$ cat src/rtl/mem_ctrl_if.sv
// Request/response and byte-RAM bus between the core-side units and mem_ctrl.
// slave = controller side, master = core/RAM side.
interface mem_ctrl_if #(
    parameter int unsigned OpW = 3
) ();
    logic            ic_en_i;
    logic [31:0]     ic_adr_i;
    logic            ic_en_o;
    logic [31:0]     ic_dat_o;
    logic            dc_en_i;
    logic            dc_rwen_i;
    logic [OpW-1:0]  dc_op_i;
    logic [2:0]      dc_len_i;
    logic [31:0]     dc_adr_i;
    logic [31:0]     dc_dat_i;
    logic            dc_en_o;
    logic [31:0]     dc_dat_o;
    logic [7:0]      mem_din;
    logic [7:0]      mem_dout;
    logic [31:0]     mem_a;
    logic            mem_wr;
    logic            io_buffer_full;
    logic            br_flag;

    modport slave (
        input  ic_en_i, ic_adr_i, dc_en_i, dc_rwen_i, dc_op_i, dc_len_i, dc_adr_i, dc_dat_i,
               mem_din, io_buffer_full, br_flag,
        output ic_en_o, ic_dat_o, dc_en_o, dc_dat_o, mem_dout, mem_a, mem_wr
    );

    modport master (
        output ic_en_i, ic_adr_i, dc_en_i, dc_rwen_i, dc_op_i, dc_len_i, dc_adr_i, dc_dat_i,
               mem_din, io_buffer_full, br_flag,
        input  ic_en_o, ic_dat_o, dc_en_o, dc_dat_o, mem_dout, mem_a, mem_wr
    );
endinterface

$ cat src/rtl/mem_ctrl.sv
// Byte-serial memory controller arbitrating fetches and data loads/stores onto a 1-cycle RAM.
// Define MEM_CTRL_IO_GUARD_EN to stall IO-region (adr[17:16]==2'b11) data requests on io_buffer_full.
module mem_ctrl (
    input  logic      clk,
    input  logic      rst,
    input  logic      en,
    mem_ctrl_if.slave bus
);
    // Op encoding follows RV funct3: bit 2 set selects zero-extension.
    localparam int unsigned OpUnsBit = 2;

    typedef enum logic [1:0] {StIdle, StFetch, StLoad, StStore} state_e;

    state_e      state_q, state_d;
    logic [2:0]  cnt_q, cnt_d;
    logic [2:0]  len_q, len_d;
    logic        uns_q, uns_d;
    logic [31:0] base_q, base_d;
    logic [31:0] buf_q, buf_d;
    logic        dc_done_q, dc_done_d;
    logic [31:0] dc_dat_q, dc_dat_d;
    logic        ic_done_q, ic_done_d;
    logic [31:0] ic_dat_q, ic_dat_d;

    logic        dc_pend_q, dc_pend_d;
    logic        dc_pend_rw_q, dc_pend_rw_d;
    logic        dc_pend_uns_q, dc_pend_uns_d;
    logic [2:0]  dc_pend_len_q, dc_pend_len_d;
    logic [31:0] dc_pend_adr_q, dc_pend_adr_d;
    logic [31:0] dc_pend_dat_q, dc_pend_dat_d;
    logic        ic_pend_q, ic_pend_d;
    logic [31:0] ic_pend_adr_q, ic_pend_adr_d;

    // A live pulse overrides the pending slot, so a request is visible the cycle it arrives.
    logic        dc_req, dc_rw, dc_uns, ic_req, io_hold;
    logic [2:0]  dc_len;
    logic [31:0] dc_adr, dc_wdat, ic_adr;
    logic [1:0]  unused_op_bits;

    assign dc_req  = bus.dc_en_i | dc_pend_q;
    assign dc_rw   = bus.dc_en_i ? bus.dc_rwen_i : dc_pend_rw_q;
    assign dc_uns  = bus.dc_en_i ? bus.dc_op_i[OpUnsBit] : dc_pend_uns_q;
    assign dc_len  = bus.dc_en_i ? bus.dc_len_i : dc_pend_len_q;
    assign dc_adr  = bus.dc_en_i ? bus.dc_adr_i : dc_pend_adr_q;
    assign dc_wdat = bus.dc_en_i ? bus.dc_dat_i : dc_pend_dat_q;
    assign ic_req  = bus.ic_en_i | ic_pend_q;
    assign ic_adr  = bus.ic_en_i ? bus.ic_adr_i : ic_pend_adr_q;
    assign unused_op_bits = bus.dc_op_i[1:0];

`ifdef MEM_CTRL_IO_GUARD_EN
    assign io_hold = dc_req && (dc_adr[17:16] == 2'b11) && bus.io_buffer_full;
`else
    logic unused_io_full;
    assign unused_io_full = bus.io_buffer_full;
    assign io_hold        = 1'b0;
`endif

    function automatic logic [2:0] norm_len(input logic [2:0] l);
        return (l == 3'd1 || l == 3'd2) ? l : 3'd4;
    endfunction

    function automatic logic [31:0] extend(input logic [31:0] w, input logic [2:0] l,
                                           input logic u);
        case (l)
            3'd1:    return u ? {24'b0, w[7:0]} : {{24{w[7]}}, w[7:0]};
            3'd2:    return u ? {16'b0, w[15:0]} : {{16{w[15]}}, w[15:0]};
            default: return w;
        endcase
    endfunction

    always_comb begin
        state_d       = state_q;
        cnt_d         = cnt_q;
        len_d         = len_q;
        uns_d         = uns_q;
        base_d        = base_q;
        buf_d         = buf_q;
        dc_done_d     = 1'b0;
        dc_dat_d      = '0;
        ic_done_d     = 1'b0;
        ic_dat_d      = '0;
        dc_pend_d     = dc_req;
        dc_pend_rw_d  = dc_rw;
        dc_pend_uns_d = dc_uns;
        dc_pend_len_d = dc_len;
        dc_pend_adr_d = dc_adr;
        dc_pend_dat_d = dc_wdat;
        ic_pend_d     = ic_req;
        ic_pend_adr_d = ic_adr;
        if (en) begin
            if (bus.br_flag) begin
                ic_pend_d = 1'b0;
                if (!dc_rw) dc_pend_d = 1'b0;
            end
            unique case (state_q)
                StIdle: begin
                    if (dc_req && !io_hold && !(bus.br_flag && !dc_rw)) begin
                        dc_pend_d = 1'b0;
                        state_d   = dc_rw ? StStore : StLoad;
                        cnt_d     = '0;
                        len_d     = norm_len(dc_len);
                        uns_d     = dc_uns;
                        base_d    = dc_adr;
                        buf_d     = dc_rw ? dc_wdat : '0;
                    end else if (ic_req && !io_hold && !bus.br_flag) begin
                        ic_pend_d = 1'b0;
                        state_d   = StFetch;
                        cnt_d     = '0;
                        len_d     = 3'd4;
                        uns_d     = 1'b0;
                        base_d    = ic_adr;
                        buf_d     = '0;
                    end
                end
                StLoad, StFetch: begin
                    // Byte k-1 arrives on mem_din while cnt_q == k.
                    case (cnt_q)
                        3'd1:    buf_d[7:0]   = bus.mem_din;
                        3'd2:    buf_d[15:8]  = bus.mem_din;
                        3'd3:    buf_d[23:16] = bus.mem_din;
                        3'd4:    buf_d[31:24] = bus.mem_din;
                        default: ;
                    endcase
                    if (bus.br_flag) begin
                        state_d = StIdle;
                        cnt_d   = '0;
                    end else if (cnt_q == len_q) begin
                        state_d = StIdle;
                        cnt_d   = '0;
                        if (state_q == StLoad) begin
                            dc_done_d = 1'b1;
                            dc_dat_d  = extend(buf_d, len_q, uns_q);
                        end else begin
                            ic_done_d = 1'b1;
                            ic_dat_d  = buf_d;
                        end
                    end else begin
                        cnt_d = cnt_q + 3'd1;
                    end
                end
                StStore: begin
                    if (cnt_q == len_q - 3'd1) begin
                        state_d   = StIdle;
                        cnt_d     = '0;
                        dc_done_d = 1'b1;
                    end else begin
                        cnt_d = cnt_q + 3'd1;
                    end
                end
            endcase
        end
    end

    always_comb begin
        bus.mem_a    = '0;
        bus.mem_wr   = 1'b0;
        bus.mem_dout = '0;
        if (state_q != StIdle && cnt_q < len_q) begin
            bus.mem_a = base_q + {29'b0, cnt_q};
            if (state_q == StStore) begin
                bus.mem_wr = 1'b1;
                case (cnt_q[1:0])
                    2'd0: bus.mem_dout = buf_q[7:0];
                    2'd1: bus.mem_dout = buf_q[15:8];
                    2'd2: bus.mem_dout = buf_q[23:16];
                    2'd3: bus.mem_dout = buf_q[31:24];
                endcase
            end
        end
    end

    assign bus.dc_en_o  = dc_done_q;
    assign bus.dc_dat_o = dc_dat_q;
    assign bus.ic_en_o  = ic_done_q;
    assign bus.ic_dat_o = ic_dat_q;

    // Pending slots keep capturing pulses while en is low; everything else freezes.
    always_ff @(posedge clk) begin
        if (rst) begin
            state_q       <= StIdle;
            cnt_q         <= '0;
            len_q         <= '0;
            uns_q         <= 1'b0;
            base_q        <= '0;
            buf_q         <= '0;
            dc_done_q     <= 1'b0;
            dc_dat_q      <= '0;
            ic_done_q     <= 1'b0;
            ic_dat_q      <= '0;
            dc_pend_q     <= 1'b0;
            dc_pend_rw_q  <= 1'b0;
            dc_pend_uns_q <= 1'b0;
            dc_pend_len_q <= '0;
            dc_pend_adr_q <= '0;
            dc_pend_dat_q <= '0;
            ic_pend_q     <= 1'b0;
            ic_pend_adr_q <= '0;
        end else begin
            dc_pend_q     <= dc_pend_d;
            dc_pend_rw_q  <= dc_pend_rw_d;
            dc_pend_uns_q <= dc_pend_uns_d;
            dc_pend_len_q <= dc_pend_len_d;
            dc_pend_adr_q <= dc_pend_adr_d;
            dc_pend_dat_q <= dc_pend_dat_d;
            ic_pend_q     <= ic_pend_d;
            ic_pend_adr_q <= ic_pend_adr_d;
            if (en) begin
                state_q   <= state_d;
                cnt_q     <= cnt_d;
                len_q     <= len_d;
                uns_q     <= uns_d;
                base_q    <= base_d;
                buf_q     <= buf_d;
                dc_done_q <= dc_done_d;
                dc_dat_q  <= dc_dat_d;
                ic_done_q <= ic_done_d;
                ic_dat_q  <= ic_dat_d;
            end
        end
    end
endmodule
$ cat src/flat_wrapper.sv
// flat-port wrapper written by rule: the top's interface ports become plain ports
module mem_ctrl_flat 
  (clk, rst, en, bus_ic_en_i, bus_ic_adr_i, bus_dc_en_i, bus_dc_rwen_i, bus_dc_op_i, bus_dc_len_i, bus_dc_adr_i, bus_dc_dat_i, bus_mem_din, bus_io_buffer_full, bus_br_flag, bus_ic_en_o, bus_ic_dat_o, bus_dc_en_o, bus_dc_dat_o, bus_mem_dout, bus_mem_a, bus_mem_wr);
  mem_ctrl_if bus_i ();
  input  logic clk;
  input  logic rst;
  input  logic en;
  input wire logic [$bits(bus_i.ic_en_i)-1:0] bus_ic_en_i;
  input wire logic [$bits(bus_i.ic_adr_i)-1:0] bus_ic_adr_i;
  input wire logic [$bits(bus_i.dc_en_i)-1:0] bus_dc_en_i;
  input wire logic [$bits(bus_i.dc_rwen_i)-1:0] bus_dc_rwen_i;
  input wire logic [$bits(bus_i.dc_op_i)-1:0] bus_dc_op_i;
  input wire logic [$bits(bus_i.dc_len_i)-1:0] bus_dc_len_i;
  input wire logic [$bits(bus_i.dc_adr_i)-1:0] bus_dc_adr_i;
  input wire logic [$bits(bus_i.dc_dat_i)-1:0] bus_dc_dat_i;
  input wire logic [$bits(bus_i.mem_din)-1:0] bus_mem_din;
  input wire logic [$bits(bus_i.io_buffer_full)-1:0] bus_io_buffer_full;
  input wire logic [$bits(bus_i.br_flag)-1:0] bus_br_flag;
  output wire logic [$bits(bus_i.ic_en_o)-1:0] bus_ic_en_o;
  output wire logic [$bits(bus_i.ic_dat_o)-1:0] bus_ic_dat_o;
  output wire logic [$bits(bus_i.dc_en_o)-1:0] bus_dc_en_o;
  output wire logic [$bits(bus_i.dc_dat_o)-1:0] bus_dc_dat_o;
  output wire logic [$bits(bus_i.mem_dout)-1:0] bus_mem_dout;
  output wire logic [$bits(bus_i.mem_a)-1:0] bus_mem_a;
  output wire logic [$bits(bus_i.mem_wr)-1:0] bus_mem_wr;
  assign bus_i.ic_en_i = bus_ic_en_i;
  assign bus_i.ic_adr_i = bus_ic_adr_i;
  assign bus_i.dc_en_i = bus_dc_en_i;
  assign bus_i.dc_rwen_i = bus_dc_rwen_i;
  assign bus_i.dc_op_i = bus_dc_op_i;
  assign bus_i.dc_len_i = bus_dc_len_i;
  assign bus_i.dc_adr_i = bus_dc_adr_i;
  assign bus_i.dc_dat_i = bus_dc_dat_i;
  assign bus_i.mem_din = bus_mem_din;
  assign bus_i.io_buffer_full = bus_io_buffer_full;
  assign bus_i.br_flag = bus_br_flag;
  assign bus_ic_en_o = bus_i.ic_en_o;
  assign bus_ic_dat_o = bus_i.ic_dat_o;
  assign bus_dc_en_o = bus_i.dc_en_o;
  assign bus_dc_dat_o = bus_i.dc_dat_o;
  assign bus_mem_dout = bus_i.mem_dout;
  assign bus_mem_a = bus_i.mem_a;
  assign bus_mem_wr = bus_i.mem_wr;
  mem_ctrl u_core (.clk(clk), .rst(rst), .en(en), .bus(bus_i));
endmodule
$ cat config.mk
export PLATFORM = sky130hd
export DESIGN_NAME = mem_ctrl_flat
export DESIGN_NICKNAME = d
export VERILOG_FILES = /design/src/rtl/mem_ctrl_if.sv /design/src/rtl/mem_ctrl.sv /design/src/flat_wrapper.sv
export SDC_FILE = /design/constraint.sdc
export NUM_CORES = 1
export LEC_CHECK = 0
export BUFFER_PORTS_ARGS = -buffer_cell sky130_fd_sc_hd__buf_2
export CORE_ASPECT_RATIO = 1.5
export CORE_MARGIN = 2
export CORE_UTILIZATION = 40
export CTS_CLUSTER_SIZE = 28
export DETAILED_ROUTE_END_ITERATION = 10
export PLACE_DENSITY_LB_ADDON = 0.05
export SLEW_MARGIN = 5
export SYNTH_ARGS = -nofsm -noshare
export SYNTH_HDL_FRONTEND = slang
export SYNTH_SLANG_ARGS = --single-unit
export TNS_END_PERCENT = 30
$ cat constraint.sdc
create_clock -name clk -period 2.6 [get_ports clk]
set_input_delay 0.13 -clock clk [delete_from_list [all_inputs] [get_ports clk]]
set_output_delay 0.13 -clock clk [all_outputs]
set_load 0.005 [all_outputs]
==> metrics.txt <==
# TYPE chip_impl_metric gauge
chip_impl_metric{name="count_of_vias_placed_by_the_detailed_router",unit=""} 9947
chip_impl_info{name="ys.flop_type",value="dfxtp_1"} 1
chip_impl_metric{name="grt_overflow_total",unit=""} 0
chip_impl_metric{name="timing.critical_path.required",unit="ns"} 2.47
chip_impl_metric{name="ys_seq_elements",unit=""} 242
chip_impl_metric{name="die_height",unit="um"} 209
chip_impl_info{name="critPathKind",value="register to output port"} 1
chip_impl_metric{name="numClockSinks",unit=""} 242
chip_impl_metric{name="initialDrtViolationCount",unit=""} 502
chip_impl_metric{name="grt.met1_usage",unit="%"} 25.2
chip_impl_metric{name="io-pin-count",unit=""} 225
chip_impl_metric{name="synthArstFlopShare",unit="%"} 0
chip_impl_metric{name="timing.clock.skew",unit="ns"} 0.00969
chip_impl_metric{name="worstHoldPathCells",unit=""} 3
chip_impl_metric{name="grt_first_pass_wirelength",unit="mm"} 53.4
chip_impl_metric{name="routed_wirelength",unit="mm"} 34.0
chip_impl_metric{name="syn-mean-instance-area",unit="um^2"} 8.99
chip_impl_metric{name="post_drt_via_cell_ratio",unit=""} 5.22
chip_impl_info{name="hold_start",value="bus_dc_dat_i[25]"} 1
chip_impl_metric{name="floorplan.die_area",unit="um^2"} 29500
chip_impl_metric{name="reg2regPathDepth",unit=""} 8
chip_impl_info{name="root_buffer",value="clkbuf_16"} 1
chip_impl_metric{name="area_overhead_vs_synth",unit="%"} 32.5
chip_impl_metric{name="max-clock-path-buffers",unit=""} 3
chip_impl_metric{name="grt_antenna_before_repair",unit=""} 1
chip_impl_metric{name="start_util",unit="%"} 40.5
chip_impl_metric{name="synth_mux_area_share",unit="%"} 13.7
chip_impl_metric{name="clkSlewWorstSetupHoldPaths",unit="ns"} 0.06
chip_impl_metric{name="synth_enable_flop_cells",unit=""} 0
chip_impl_metric{name="share_of_cells_above_drive_strength_1",unit="%"} 28.8
chip_impl_info{name="r2r-end",value="u_core.bus.dc_dat_o[26]$_SDFFE_PP0P_"} 1
chip_impl_metric{name="post_synth_num_cell_types",unit=""} 48
chip_impl_info{name="cp_common_cell",value="or4_4"} 1
chip_impl_metric{name="mappedNetlistNets",unit=""} 1390
chip_impl_metric{name="fmax",unit="MHz"} 364
chip_impl_metric{name="drv_cap",unit=""} 0
chip_impl_metric{name="routed_wl_per_cell",unit="um"} 17.9
chip_impl_metric{name="synth.cell_area",unit="um^2"} 11200
chip_impl_metric{name="globalRouteMet3Util",unit="%"} 3.58
chip_impl_info{name="min-delay-path-class",value="primary input to register"} 1
chip_impl_metric{name="fin_total_pwr",unit="W"} 0.00908
chip_impl_info{name="commonest_non_fill_non_tap_cell_in_the_layout",value="dfxtp_1"} 1
chip_impl_metric{name="clock_insertion_delay_worst_skew",unit="ns"} 0.53
chip_impl_metric{name="post_synth_inst_count",unit=""} 1251
chip_impl_info{name="r2r_start",value="u_core.len_q[2]$_SDFFE_PP0P_"} 1
chip_impl_metric{name="total_clock_buffers_created_by_cts",unit=""} 25
chip_impl_metric{name="dpl.cell_count",unit=""} 1750
chip_impl_metric{name="timing.critical_path.buf_inv",unit=""} 1
chip_impl_metric{name="irDropWorstVdd",unit="mV"} 0.510
chip_impl_metric{name="design.core.area",unit="um^2"} 27800
chip_impl_info{name="grt_most_used_layer",value="met2"} 1
chip_impl_metric{name="post-route-min-period",unit="ns"} 2.75
chip_impl_metric{name="worstMarginPinSlew",unit="ns"} 0.619
chip_impl_metric{name="post-route-period-util",unit="%"} 106
chip_impl_metric{name="relSlewSlack",unit="%"} 58.8
chip_impl_metric{name="chipWidth",unit="um"} 141
chip_impl_metric{name="synth_compound_area_share",unit="%"} 16.7
chip_impl_metric{name="dr.pass1.iters",unit=""} 6
chip_impl_metric{name="critical_path.max_stage_delay",unit="ns"} 0.56
chip_impl_info{name="grt_setup_unrepaired",value="true"} 1
chip_impl_info{name="run_status",value="complete, but fails checks"} 1
chip_impl_metric{name="finalSetupViolCount",unit=""} 1
chip_impl_info{name="final_cell_mix",value="dfxtp_1, buf_2, nor2_1"} 1
chip_impl_metric{name="finish.utilization",unit="%"} 53.6
chip_impl_info{name="path_cells",value="nand4_1 > or4_4 > or3_4 > or4_4 > o21ai_2 > buf_2"} 1
chip_impl_metric{name="power_leakage",unit="nW"} 6.21
chip_impl_metric{name="seq_total_area_yosys",unit="%"} 43.1
chip_impl_info{name="setup.worst_path.end_class",value="output port"} 1
chip_impl_info{name="failing_checks",value="negative setup slack"} 1
chip_impl_metric{name="gp_weighted_congestion",unit=""} 0.830
chip_impl_info{name="cpLargestDelayFamily",value="simple AND/OR/NAND/NOR gates"} 1
chip_impl_info{name="slowest_stage",value="or4_4"} 1
chip_impl_metric{name="met2_resource_use_gr",unit="%"} 43.0
chip_impl_info{name="worst_setup_path_start_kind",value="register"} 1
chip_impl_metric{name="cts_htree_levels",unit=""} 1
chip_impl_metric{name="drcViolationCount",unit=""} 0
chip_impl_metric{name="critical_path_arrival",unit="ns"} 2.62
chip_impl_metric{name="instances_no_fill",unit=""} 1905
chip_impl_info{name="tritoncts_clock_tree",value="done"} 1
chip_impl_metric{name="final_antenna_net_count",unit=""} 0
chip_impl_metric{name="hold_slack",unit="ns"} 0.0279
chip_impl_info{name="synth_top_family_by_area",value="simple AND/OR/NAND/NOR gates"} 1
chip_impl_metric{name="place.port_buffers",unit=""} 221
chip_impl_metric{name="cellPowerDensity",unit="nW/um^2"} 610
chip_impl_metric{name="worst-r2r-setup-slack",unit="ns"} 0.33
chip_impl_metric{name="synth_fa_ha_area_share",unit="%"} 2.40
chip_impl_metric{name="timing.final.hold_violations",unit=""} 0
chip_impl_metric{name="rows",unit=""} 75
chip_impl_metric{name="grtUsageTotal",unit="%"} 22.7
chip_impl_metric{name="setup_ws",unit="ns"} -0.145
chip_impl_metric{name="synth_xor_xnor_area_share",unit="%"} 2.39
chip_impl_metric{name="drv_slew",unit=""} 0
chip_impl_metric{name="ys_warn_count",unit=""} 0
chip_impl_metric{name="synth-simple-area-share",unit="%"} 17.6
chip_impl_info{name="worst_hold_path.endpoint",value="u_core.dc_pend_dat_q[25]$_SDFF_PP0_"} 1
chip_impl_metric{name="critical_path.max_fanout",unit=""} 3
chip_impl_metric{name="path_depth",unit=""} 6
chip_impl_metric{name="largest_net_degree_at_the_start_of_global_routing",unit=""} 71
chip_impl_metric{name="nets",unit=""} 1680
chip_impl_metric{name="estimated_wirelength_of_the_detail_placed_design",unit="mm"} 23.6
chip_impl_metric{name="fin_setup_tns",unit="ns"} -0.145
chip_impl_metric{name="via_count_of_the_first_global_routing_pass",unit=""} 9911
==> registers in the layout, indices dropped and copies added, names as in the netlist, 32 cells and up <==
register	cells
u_core.buf_q	32
u_core.base_q	32
u_core.dc_pend_adr_q	32
u_core.ic_pend_adr_q	32
u_core.bus.dc_dat_o	32
u_core.bus.ic_dat_o	32
u_core.dc_pend_dat_q	32
==> where the power goes <==
part | internal (W) | total (W) | switching (W)
registers | 0.00391 | 0.00405 | 0.000136
clock network | 0.00218 | 0.00368 | 0.00150
logic | 0.000623 | 0.00135 | 0.000726
total | 0.00672 | 0.00908 | 0.00236
==> cells by family after synthesis <==
kind of cell / count (synthesis)
compound gates: 273
buf+inv: 120
xor+xnor: 29
flops: 242
simple gates: 424
fa+ha+maj: 21
mux: 142
==> per-stage QoR <==
step | setup slack [ns] | area [um^2]
3_3_place_gp | 0.222 | 12800
3_5_place_dp | 0.178 | 12800
4_1_cts | -0.187 | 14800
6_report | -0.145 | 14900
5_1_grt | -0.227 | 14900
2_1_floorplan | 0.137 | 11200
==> cell type report <==
type,count,area [um^2]
inverters,15,56.3
diodes,2,5.00
clock inverters,6,85.1
multi-input cells,889,6100
repair buffers,368,2590
fillers,2670,12900
clock buffers,37,751
flip-flops and latches,242,4870
well taps,346,433
==> worst register-to-register path, stage by stage, from the launching register on <==
cell and delay (ns):
dfxtp_1 0.41, inv_1 0.15, ha_1 0.36, nand3_1 0.11
nor3b_1 0.36, and3_1 0.26, buf_12 0.21, o2111ai_1 0.18
a21oi_1 0.18
==> metal layers <==
metal / vias to the layer above / share of wire, %
li1: 5011 / -
met1: 4684 / 39
met2: 198 / 53
met3: 54 / 4.1
met4: 0 / 3.2
met5: - / 0
==> Yosys cell counts (12+ instances only) <==
cell type / n / area (um^2)
dfxtp_1: 242 / 4840
nor2_1: 170 / 638
nand2_1: 105 / 394
mux2_2: 96 / 1080
clkbuf_1: 80 / 300
a22oi_1: 78 / 586
a21oi_1: 77 / 385
nor2b_1: 67 / 419
mux2i_1: 46 / 460
o211ai_1: 34 / 255
a211oi_1: 33 / 248
ha_1: 20 / 250
buf_1: 18 / 67.6
nand2b_1: 16 / 100
o2111ai_1: 16 / 140
xor2_1: 15 / 131
inv_1: 14 / 52.6
xnor2_1: 13 / 114
nand3_1: 12 / 60.1
==> repair_timing <==
action,4_1_cts,5_1_grt
setup buffers,4,2
resized for setup,33,20
setup endpoints to repair,39,39
pin swaps,5,7
endpoints found under the hold margin,108,0
hold buffers,104,0
==> worst max-delay path by stage <==
stage,startpoint,endpoint,slack (ns)
finish,u_core.base_q[18]$_SDFFE_PP0P_,bus_mem_a[31],-0.15
global route,u_core.base_q[18]$_SDFFE_PP0P_,bus_mem_a[31],-0.23
CTS,u_core.base_q[18]$_SDFFE_PP0P_,bus_mem_a[31],-0.19
detailed placement,u_core.cnt_q[0]$_SDFFE_PP0P_,bus_mem_a[14],0.18
global placement,u_core.cnt_q[0]$_SDFFE_PP0P_,bus_mem_a[14],0.22
floorplan,u_core.cnt_q[1]$_SDFFE_PP0P_,u_core.bus.dc_dat_o[17]$_SDFFE_PP0P_,0.14
Note: power is estimated with default switching activity, not from simulation.
